## src/rtl/hsv2rgb_pkg.sv

```systemverilog
// Shared types and constant helpers for the HSV->RGB pipeline.
// Rounding mode is selected by HSV2RGB_ROUND_EN in hsv2rgb_scale.
package hsv2rgb_pkg;

   typedef enum logic [2:0] {
      REG_0 = 3'd0,
      REG_1 = 3'd1,
      REG_2 = 3'd2,
      REG_3 = 3'd3,
      REG_4 = 3'd4,
      REG_5 = 3'd5
   } region_t;

   // Hue span of one 60-degree sector: ceil(2^w/6)
   function automatic int unsigned sector(input int unsigned w);
      return ((32'd1 << w) + 32'd5) / 32'd6;
   endfunction

   function automatic int unsigned max_val(input int unsigned w);
      return (32'd1 << w) - 32'd1;
   endfunction

endpackage

```

## src/rtl/hsv2rgb_scale.sv

```systemverilog
// W x W multiply followed by >>W; HSV2RGB_ROUND_EN selects round-half-up
// with saturation to 2^W-1, otherwise plain truncation.
module hsv2rgb_scale #(
   parameter int unsigned W = 8
) (
   input  logic [W-1:0] i_a,
   input  logic [W-1:0] i_b,
   output logic [W-1:0] o_y
);

   logic [2*W-1:0] w_prod;

   assign w_prod = (2*W)'(i_a) * (2*W)'(i_b);

`ifdef HSV2RGB_ROUND_EN
   localparam logic [2*W:0] C_HALF = (2*W+1)'(1) << (W-1);

   logic [2*W:0] w_sum;
   logic [W:0]   w_shr;

   assign w_sum = {1'b0, w_prod} + C_HALF;
   assign w_shr = (W+1)'(w_sum >> W);
   assign o_y   = w_shr[W] ? {W{1'b1}} : w_shr[W-1:0];
`else
   assign o_y = W'(w_prod >> W);
`endif

endmodule

```

## src/rtl/hsv2rgb_pipe.sv

```systemverilog
// Three-stage HSV->RGB converter with valid/ready on both sides and a
// sideband tag. Build macro: HSV2RGB_ROUND_EN (rounding in hsv2rgb_scale).
module hsv2rgb_pipe
   import hsv2rgb_pkg::*;
#(
   parameter int unsigned W      = 8,
   parameter int unsigned USER_W = 8
) (
   input  logic              clk,
   input  logic              rst,
   input  logic              in_valid,
   output logic              in_ready,
   input  logic [W-1:0]      in_hue,
   input  logic [W-1:0]      in_sat,
   input  logic [W-1:0]      in_val,
   input  logic [USER_W-1:0] in_user,
   output logic              out_valid,
   input  logic              out_ready,
   output logic [3*W-1:0]    out_rgb,
   output logic [USER_W-1:0] out_user
);

   localparam int unsigned SECTOR = sector(W);
   localparam int unsigned HW     = W + 3;
   localparam logic [W-1:0] C_MAX = W'(max_val(W));

   logic w_adv;

   // Stage 1 registers
   logic              r1_valid;
   region_t           r1_region;
   logic [W-1:0]      r1_rem;
   logic [W-1:0]      r1_rem_n;
   logic [W-1:0]      r1_sat_n;
   logic [W-1:0]      r1_val;
   logic [USER_W-1:0] r1_user;

   // Stage 2 registers
   logic              r2_valid;
   region_t           r2_region;
   logic [W-1:0]      r2_p;
   logic [W-1:0]      r2_q;
   logic [W-1:0]      r2_t;
   logic [W-1:0]      r2_val;
   logic [USER_W-1:0] r2_user;

   logic [2:0]    w_region_idx;
   logic [HW-1:0] w_base;
   logic [W-1:0]  w_rem;

   logic [W-1:0]   w_sat;
   logic [W-1:0]   w_sr;
   logic [W-1:0]   w_srn;
   logic [W-1:0]   w_sr_n;
   logic [W-1:0]   w_srn_n;
   logic [W-1:0]   w_p;
   logic [W-1:0]   w_q;
   logic [W-1:0]   w_t;
   logic [3*W-1:0] w_rgb;

   assign w_adv    = !out_valid || out_ready;
   assign in_ready = w_adv;

   // Region by threshold compare instead of a divider; tops out at 5 by construction
   always_comb begin
      w_region_idx = 3'd0;
      for (int k = 1; k <= 5; k++) begin
         if (HW'(in_hue) >= HW'(k * SECTOR)) begin
            w_region_idx = 3'(k);
         end
      end
      w_base = HW'(w_region_idx) * HW'(SECTOR);
      w_rem  = W'((HW'(in_hue) - w_base) * HW'(6));
   end

   assign w_sat   = ~r1_sat_n;
   assign w_sr_n  = C_MAX - w_sr;
   assign w_srn_n = C_MAX - w_srn;

   hsv2rgb_scale #(.W(W)) u_scale_p   (.i_a(r1_val), .i_b(r1_sat_n), .o_y(w_p));
   hsv2rgb_scale #(.W(W)) u_scale_sr  (.i_a(w_sat),  .i_b(r1_rem),   .o_y(w_sr));
   hsv2rgb_scale #(.W(W)) u_scale_srn (.i_a(w_sat),  .i_b(r1_rem_n), .o_y(w_srn));
   hsv2rgb_scale #(.W(W)) u_scale_q   (.i_a(r1_val), .i_b(w_sr_n),   .o_y(w_q));
   hsv2rgb_scale #(.W(W)) u_scale_t   (.i_a(r1_val), .i_b(w_srn_n),  .o_y(w_t));

   always_comb begin
      w_rgb = {r2_p, r2_t, r2_val};
      case (r2_region)
         REG_0:   w_rgb = {r2_p,   r2_t,   r2_val};
         REG_1:   w_rgb = {r2_p,   r2_val, r2_q  };
         REG_2:   w_rgb = {r2_t,   r2_val, r2_p  };
         REG_3:   w_rgb = {r2_val, r2_q,   r2_p  };
         REG_4:   w_rgb = {r2_val, r2_p,   r2_t  };
         REG_5:   w_rgb = {r2_q,   r2_p,   r2_val};
         default: w_rgb = {r2_p,   r2_t,   r2_val};
      endcase
   end

   // All stages move together; a stall freezes the whole pipe
   always_ff @(posedge clk or posedge rst) begin
      if (rst) begin
         r1_valid  <= 1'b0;
         r1_region <= REG_0;
         r1_rem    <= '0;
         r1_rem_n  <= '0;
         r1_sat_n  <= '0;
         r1_val    <= '0;
         r1_user   <= '0;
         r2_valid  <= 1'b0;
         r2_region <= REG_0;
         r2_p      <= '0;
         r2_q      <= '0;
         r2_t      <= '0;
         r2_val    <= '0;
         r2_user   <= '0;
         out_valid <= 1'b0;
         out_rgb   <= '0;
         out_user  <= '0;
      end else if (w_adv) begin
         r1_valid  <= in_valid;
         r1_region <= region_t'(w_region_idx);
         r1_rem    <= w_rem;
         r1_rem_n  <= C_MAX - w_rem;
         r1_sat_n  <= C_MAX - in_sat;
         r1_val    <= in_val;
         r1_user   <= in_user;
         r2_valid  <= r1_valid;
         r2_region <= r1_region;
         r2_p      <= w_p;
         r2_q      <= w_q;
         r2_t      <= w_t;
         r2_val    <= r1_val;
         r2_user   <= r1_user;
         out_valid <= r2_valid;
         out_rgb   <= w_rgb;
         out_user  <= r2_user;
      end
   end

endmodule
```

## config.mk

```make
export PLATFORM = sky130hd
export DESIGN_NAME = hsv2rgb_pipe
export DESIGN_NICKNAME = d
export VERILOG_FILES = /design/src/rtl/hsv2rgb_pkg.sv /design/src/rtl/hsv2rgb_scale.sv /design/src/rtl/hsv2rgb_pipe.sv
export SDC_FILE = /design/constraint.sdc
export NUM_CORES = 1
export LEC_CHECK = 0
export CAP_MARGIN = 20
export CORE_AREA = 4 4 232 234
export CTS_CLUSTER_DIAMETER = 80
export DETAILED_ROUTE_END_ITERATION = 6
export DIE_AREA = 0 0 236 238
export GPL_TIMING_DRIVEN = 0
export PLACE_DENSITY_LB_ADDON = 0.12
export SLEW_MARGIN = 10
export SYNTH_ARGS = -nofsm -noshare
export SYNTH_HDL_FRONTEND = slang
export SYNTH_SLANG_ARGS = --single-unit
```

## constraint.sdc

```tcl
create_clock -name clk -period 10.7 [get_ports clk]
set_input_delay 1.07 -clock clk [delete_from_list [all_inputs] [get_ports clk]]
set_output_delay 1.07 -clock clk [all_outputs]
set_load 0.01 [all_outputs]
```

# == Yosys cells after proc, flatten, opt, wreduce, memory -nomap -nowiden ==
# Index checks and enable logic that the tools add are counted.
# totals
inputBits,36
word_cells,48
latchBits,0
output_inout_bits,34
ff_bits,120
rom_bits,0
ram_bits,0
mem_count,0
# classes
n_lt_le_gt_ge,5
add_sub_neg,5
n_shift,0
n_div,0
n_reduce_logical,2
eq_ne,5
n_mux,6
mul,7
bitwise_logic,1
# ops
cell,count
$pmux 24 s5,1
$mul 8x8->16,4
$sub 8x8->8 const A,4
$ge 8x8->1 const B,3
$mul 8x7->15,1
$mux 3,4
$mul 11x2->7 const B,1
$sub 8x9->10,1
$mul 3x6->9 const B,1
$ge 8x6->1 const B,1
$ge 8x7->1 const B,1
$not 8->8,1
$eq 3x2->1 const B,2
$eq 3x3->1 const B,2
$eq 3x1->1 const B,1
$logic_not 1->1,1
$logic_or 1x1->1,1
$mux 1,1

# == Longest topological paths before layout ==
# Gate-level depths: netlist (run 1).
# logic_depth
depth_word,10
depth_mapped,36
depth_no_buf,34

# == Cells and area by module ==
# Synthesis (run 1) repeated with hierarchy kept, for this count alone.
# hier_totals
hier_cells,1796
area_unflattened_um2,15912.8
# by_module_without_submodules
module,seq_area_each_um2,cells_per_inst,n_inst,area_per_inst_um2
hsv2rgb_pipe,3002.9,694,1,5999.5
hsv2rgb_scale (u_scale_p ...),0.0,214,2,1963.1
hsv2rgb_scale (u_scale_sr),0.0,231,1,2018.2
hsv2rgb_scale (u_scale_srn),0.0,222,1,1995.7
hsv2rgb_scale (u_scale_t),0.0,221,1,1973.1

# == Least setup slack after synthesis (run 1) ==
# Ideal clock, no wire load.
# synth_path
kind,flip-flop to flip-flop
start,reg r1_sat_n[0]
end,reg r2_q[7]
setup_slack_ns,1.914
stages_incl_launch_ff,34
setup_ns,0.137
arrival_time_ns,8.649
path_buffers,2
period_less_slack_ns,8.786
path_cell_list,dfrtp_1 buf_2 clkbuf_1 nand2b_1 fa_1 fa_1 inv_1 fa_1 inv_1 fa_1 inv_1 ha_1 o21a_1 o221ai_1 o211ai_1 a211oi_1 o21bai_1 a21oi_1 xnor2_1 nand2b_1 fa_1 fa_1 inv_1 fa_1 fa_1 ha_1 nand4_1 nor3_1 mux2i_1 a32oi_1 a221o_1 a311oi_1 xnor2_1 a21oi_1
# synth_via
elab_chain_cells,4
# synth_rtl
element,line_no,text
"start, declared",hsv2rgb_pipe.sv:34,logic [W-1:0] r1_sat_n;
"start signal, assigned",hsv2rgb_pipe.sv:124,r1_sat_n <= C_MAX - in_sat;
$not 8->8,hsv2rgb_pipe.sv:76,assign w_sat = ~r1_sat_n;
$mul 8x7->15,hsv2rgb_scale.sv:13,assign w_prod = (2*W)'(i_a) * (2*W)'(i_b);
$sub 8x8->8,hsv2rgb_pipe.sv:77,assign w_sr_n = C_MAX - w_sr;
$mul 8x8->16,hsv2rgb_scale.sv:13,
"end signal, assigned",hsv2rgb_pipe.sv:130,r2_q <= w_q;
"end, declared",hsv2rgb_pipe.sv:42,logic [W-1:0] r2_q;
# No other way between the ends.
# A chain may end at the register's enable or synchronous reset.

# == Worst setup path after layout (run 1) ==
# layout_path
start,reg r1_sat_n[1]
end,reg r2_q[6]
# Same word-level chain as after synthesis.

==> metrics.txt, run 1 <==
status=completed; wire length of the first global-routing pass=about 75000 microns; Worst R2R End=r2_q[6]; drt initial violations=~650; initial antenna violation count=0; setup TNS=0 ps; boundary pin count=70; Core ar.=~0.052 sq mm; Clock Latency Late Sink=around 450 ps; Cells after Synth=1750; fillcell total=approximately 5500; Slowest cell on crit path=dfrtp_1; commonest cells after routing, fill and taps aside=nand2_1 (257), inv_1 (213), ha_1 (180); Post-synth EDFFs=0; ys async rst share=1.00; register bit count reported by yosys=120; die area=around 0.056 sq mm; RSZ-0062 raised after global routing=false; CP dominant cell by count=fa_1; hold_buf cts=0; buffer depth of the longest clock path=2; dpl hpwl=approximately 36000 microns; Avg Cell Area, Syn=approximately 9 sq um; CP max stage delay=550 ps; largest net degree at the start of global routing=a little over 60; Detailed Routing Iterations Pass 1=5; antenna-violating nets left=0; Die W=around 240 microns; R2R Setup Slk=around 600 ps; max_cap viols=0; required time worst endpoint=around 11000 ps; Sink Count=120; area grow syn2layout=14.4%; vias in the first global route=about 13000; CTS tree=done; worst setup margin=599 ps; total grt overflow=0; Ant. Diodes=0; Top FF cell, synth=dfrtp_1; crit path max fanout=10; nets@finish=approximately 2200; TritonCTS Buffers=17; worst reg2reg startpoint=r1_sat_n[1]; row cnt=84; Worst Reg-to-Reg Cells=32; gr usage total=0.170; Max Clk Rate=between 90 and 100 MHz; Setup WS pre-CTS=-104 ps; Tcrit/Tclk final=0.944; Synth Net Count=approximately 2100; commonest non-fill, non-tap cell in the layout=nand2_1; CP startpoint=r1_sat_n[1]; Worst Path Arrival=approximately 10000 ps; startpoint types=flip-flop; post-synthesis sequential area ratio=0.196; Max transition margin=0.322; final hold vios=0; CP endpoint kind=flip-flop; die height=between 200 and 250 microns; layout cell share with drive strength beyond 1=0.0309; Hold/Removal Path Class=reg -> reg; Critical Path Sink=r2_q[6]; Total Wirelength=around 46000 microns; Tmin final=slightly above 10000 ps; register area=0.00300 sq mm; RePlAce Congestion=around 0.89; cell area after synthesis=between 0.015 and 0.02 sq mm; Synth warnings=0; Final setup viols=0; Root Driver=clkbuf_16; CTS clock-pin slew for the worst setup and hold paths=about 60 ps; H-tree Lvls=4; PortBufs=between 60 and 70; Hold Slack=roughly 460 ps; Via density=between 4 and 5; # DRC=0; via count=between 10000 and 15000; clock skew=~12 ps; Initial Utilization=0.295; routed len/inst=~18 microns; number of library cell types mapped by synthesis=60; worst setup path class=reg -> reg; max-slew violations=0; area of the multi-input gates=around 0.011 sq mm; Slew @ Worst Pin=between 1000 and 1500 ps
## routing by layer
layer  wire length, microns  GRT usage  vias to the layer above
met4                    654     0.0336                        0
met5                      0          0                        -
met3                   1110     0.0205                       40
met2                  22900      0.299                      173
li1                       -          -                     5766
met1                  21600      0.226                     5946
## stage by stage
stage               instance area (sq um)   util  instances
floorplan                           15300      -       1750
global placement                    16800  0.324       2503
detailed placement                  16900  0.324       2504
CTS                                 17500  0.336       2533
global route                        17500  0.337       2532
finish                              17500  0.337       2532
## registers in the layout (all words and copies together) (netlist names), 3 cells and up
register	count
out_rgb	24
out_user	8
r1_region	3
r1_rem	7
r1_rem_n	8
r1_sat_n	8
r1_user	8
r1_val	8
r2_p	8
r2_q	8
r2_region	3
r2_t	8
r2_user	8
r2_val	8
## worst min-delay path by stage
| stage | depth (start not counted) | to | start | slack, ps |
|---|---|---|---|---|
| after floorplan | 2 | r2_valid | r2_valid | 430 |
| after global placement | 2 | r2_valid | r2_valid | 440 |
| after detailed placement | 2 | r1_user[3] | r1_user[3] | 460 |
| after CTS | 2 | r2_user[2] | r2_user[2] | 470 |
| after global routing | 2 | out_user[5] | out_user[5] | 500 |
| final | 2 | r1_user[0] | r1_user[0] | 460 |
## cells by family after synthesis
kind of cell / after synthesis / share of synthesized area
flops: 120 / 0.196
xor+xnor: 46 / 0.0272
simple gates: 695 / 0.226
buf+inv: 295 / 0.0723
fa+ha+maj: 352 / 0.372
compound gates: 216 / 0.0900
mux: 26 / 0.0173
## repair_timing
| item | in CTS | in global routing |
|---|---|---|
| resized for setup | 3 | 23 |
| pin swaps | 0 | 1 |
| buffers inserted | 0 | 0 |
| endpoints found under the setup margin | 3 | 13 |
## layout make-up
cell class | instances | share of cell area
inverter | 215 | 0.0463
tap | 688 | 0.0491
clock buffer | 22 | 0.0276
buffer | 79 | 0.0176
clock inverter | 7 | 0.00678
sequential | 120 | 0.171
timing repair buffer | 66 | 0.0387
multi-input combinational | 1335 | 0.643
## synthesized netlist by cell type (6+ instances only)
cell | number | area (sq um)
buf_1 | 7 | 26.3
nor2b_1 | 171 | 1070
o21a_1 | 14 | 105
mux2i_1 | 22 | 220
a32o_1 | 7 | 70.1
dfrtp_1 | 120 | 3000
and2_1 | 54 | 338
xor2_1 | 18 | 158
nand2b_1 | 55 | 344
o21ai_0 | 56 | 280
a21o_1 | 14 | 105
o31ai_1 | 7 | 52.6
nor3_1 | 21 | 105
nand2_1 | 257 | 965
nor2_1 | 90 | 338
inv_1 | 214 | 803
ha_1 | 180 | 2250
fa_1 | 172 | 3440
o211ai_1 | 6 | 45.0
or3_1 | 6 | 37.5
xnor2_1 | 27 | 236
a21oi_1 | 63 | 315
clkbuf_1 | 72 | 270
nand3_1 | 15 | 75.1
a221oi_1 | 15 | 131
## worst max-delay path, delay by kind of cell (launching register included)
family	cells	cell delay [ps]
multiplexers	1	120
adder cells (fa/ha/maj)	10	4700
flip-flops	1	550
buffers and inverters	5	570
AO/OA/AOI/OAI	9	2280
XOR/XNOR	2	530
AND/OR/NAND/NOR	5	1190
Power of run 1 is left out: the tool's default activity adds up to more than one toggle a clock period on the data nets, which glitch-free logic cannot reach.
==> run 2, diff against run 1 <==
--- a/config.mk
+++ b/config.mk
@@ -6,10 +6,10 @@
 export NUM_CORES = 1
 export LEC_CHECK = 0
 export CAP_MARGIN = 20
-export CORE_AREA = 4 4 232 234
+export CORE_AREA = 2 2 230 232
 export CTS_CLUSTER_DIAMETER = 80
 export DETAILED_ROUTE_END_ITERATION = 6
-export DIE_AREA = 0 0 236 238
+export DIE_AREA = 0 0 232 234
 export GPL_TIMING_DRIVEN = 0
 export PLACE_DENSITY_LB_ADDON = 0.12
 export SLEW_MARGIN = 10
==> metrics.txt, run 2 (synthesis results as in run 1) <==
status=completed; Hold/Removal Path Class=reg -> reg; Tmin final=slightly above 10000 ps; drt initial violations=roughly 560; Slowest cell on crit path=buf_1; worst setup path class=reg -> reg; clock skew=about 15 ps; Setup WS pre-CTS=-266 ps; Clock Latency Late Sink=between 400 and 500 ps; startpoint types=flip-flop; die height=between 200 and 250 microns; vias in the first global route=12800; CTS clock-pin slew for the worst setup and hold paths=about 60 ps; Final setup viols=0; Initial Utilization=0.295; Root Driver=clkbuf_16; crit path max fanout=10; final hold vios=0; PortBufs=65; max_cap viols=0; RePlAce Congestion=about 0.87; hold_buf cts=0; # DRC=0; Sink Count=120; Max Clk Rate=98.0 MHz; Total Wirelength=about 46000 microns; Top delay family on crit path=adder cells; R2R Setup Slk=approximately 490 ps; Via density=roughly 4.7; Slew @ Worst Pin=roughly 1000 ps; fillcell total=5484; commonest non-fill, non-tap cell in the layout=nand2_1; final core utilization=0.338; hold depth=2; layout cell share with drive strength beyond 1=0.0341; H-tree Lvls=4; via count=~12000; dpl hpwl=36700 microns; CTS tree=done; TritonCTS Buffers=17; area grow syn2layout=14.6%; gr usage total=0.180; required time worst endpoint=approximately 11000 ps; max-slew violations=0; largest net degree at the start of global routing=63; Detailed Routing Iterations Pass 1=5; Die W=about 230 microns; commonest cells after routing, fill and taps aside=nand2_1 (257), inv_1 (213), ha_1 (180); wire length of the first global-routing pass=around 75000 microns; boundary pin count=70; row cnt=84; buffer depth of the longest clock path=2; Tcrit/Tclk final=0.954; initial antenna violation count=0; Hold Slack=456 ps; routed len/inst=18.3 microns; Worst Reg-to-Reg Cells=32; Crit path depth=32; Worst Path Arrival=10540 ps; Bufs and invs on worst path=5; worst setup margin=about 490 ps; Largest register FFs=24; total grt overflow=0; nets@finish=~2200; CP dominant cell by count=fa_1; Core ar.=between 0.05 and 0.06 sq mm; Top reg by flops=out_rgb; CP endpoint kind=flip-flop; Max transition margin=0.318; CP max stage delay=approximately 560 ps; antenna-violating nets left=0; die area=0.0543 sq mm
-- run 2: cell types whose count changed in the layout (fill, tap and decap cells not counted), sizes merged --
cell / previous run / this run
clkinv: 2 / 5
inv: 215 / 218
clkbuf: 93 / 88
clkinvlp: 2 / 3
diode: 0 / 1
buf: 9 / 11
-- run 2: layer usage --
| layer | vias up | wire (microns) | track usage |
|---|---|---|---|
| met2 | 148 | 23000 | 0.318 |
| met3 | 24 | 978 | 0.0201 |
| li1 | 5770 | - | - |
| met4 | 0 | 530 | 0.0383 |
| met5 | - | 0 | 0 |
| met1 | 6052 | 21900 | 0.238 |
-- run 2: area by class of cell --
cell class                 instances  area (sq um)  share of cell area
multi-input combinational       1335         11300               0.642
sequential                       120          3000               0.171
tap                              688           861              0.0490
inverter                         215           812              0.0462
timing repair buffer              67           686              0.0390
clock buffer                      18           439              0.0250
buffer                            79           307              0.0175
clock inverter                    14           171             0.00976
antenna                            1          2.50            0.000142
-- run 2: repair_timing --
item,CTS,global route
setup buffers,0,1
setup endpoints to repair,4,12
gates resized for setup,3,22
pin swaps,0,1
-- run 2: path summary, 6_finish.rpt --
path | from | to
worst max-delay path | r1_sat_n[4] | r2_t[2]
worst min-delay path | r2_valid | r2_valid
worst max register to register | r1_sat_n[4] | r2_t[2]
worst min register to register | r2_valid | r2_valid
max in group asynchronous | rst | r1_val[4]
min in group asynchronous | rst | out_rgb[13]
-- run 2: per-stage QoR --
step,TNS (ps),area [sq um],instances
2_1_floorplan,0,15300,1750
3_3_place_gp,-64.1,16800,2503
3_5_place_dp,-597,16900,2504
4_1_cts,0,17500,2535
5_1_grt,-15.9,17600,2536
6_report,0,17600,2537
-- run 2: worst register-to-register path: cells and delay by family (launching register included) --
family | cells | cell delay (ps)
flops | 1 | 550
xor+xnor | 1 | 460
compound gates | 8 | 2200
buf+inv | 5 | 770
fa+ha+maj | 10 | 4330
simple gates | 8 | 1780
Power of run 2 is left out for the same reason.
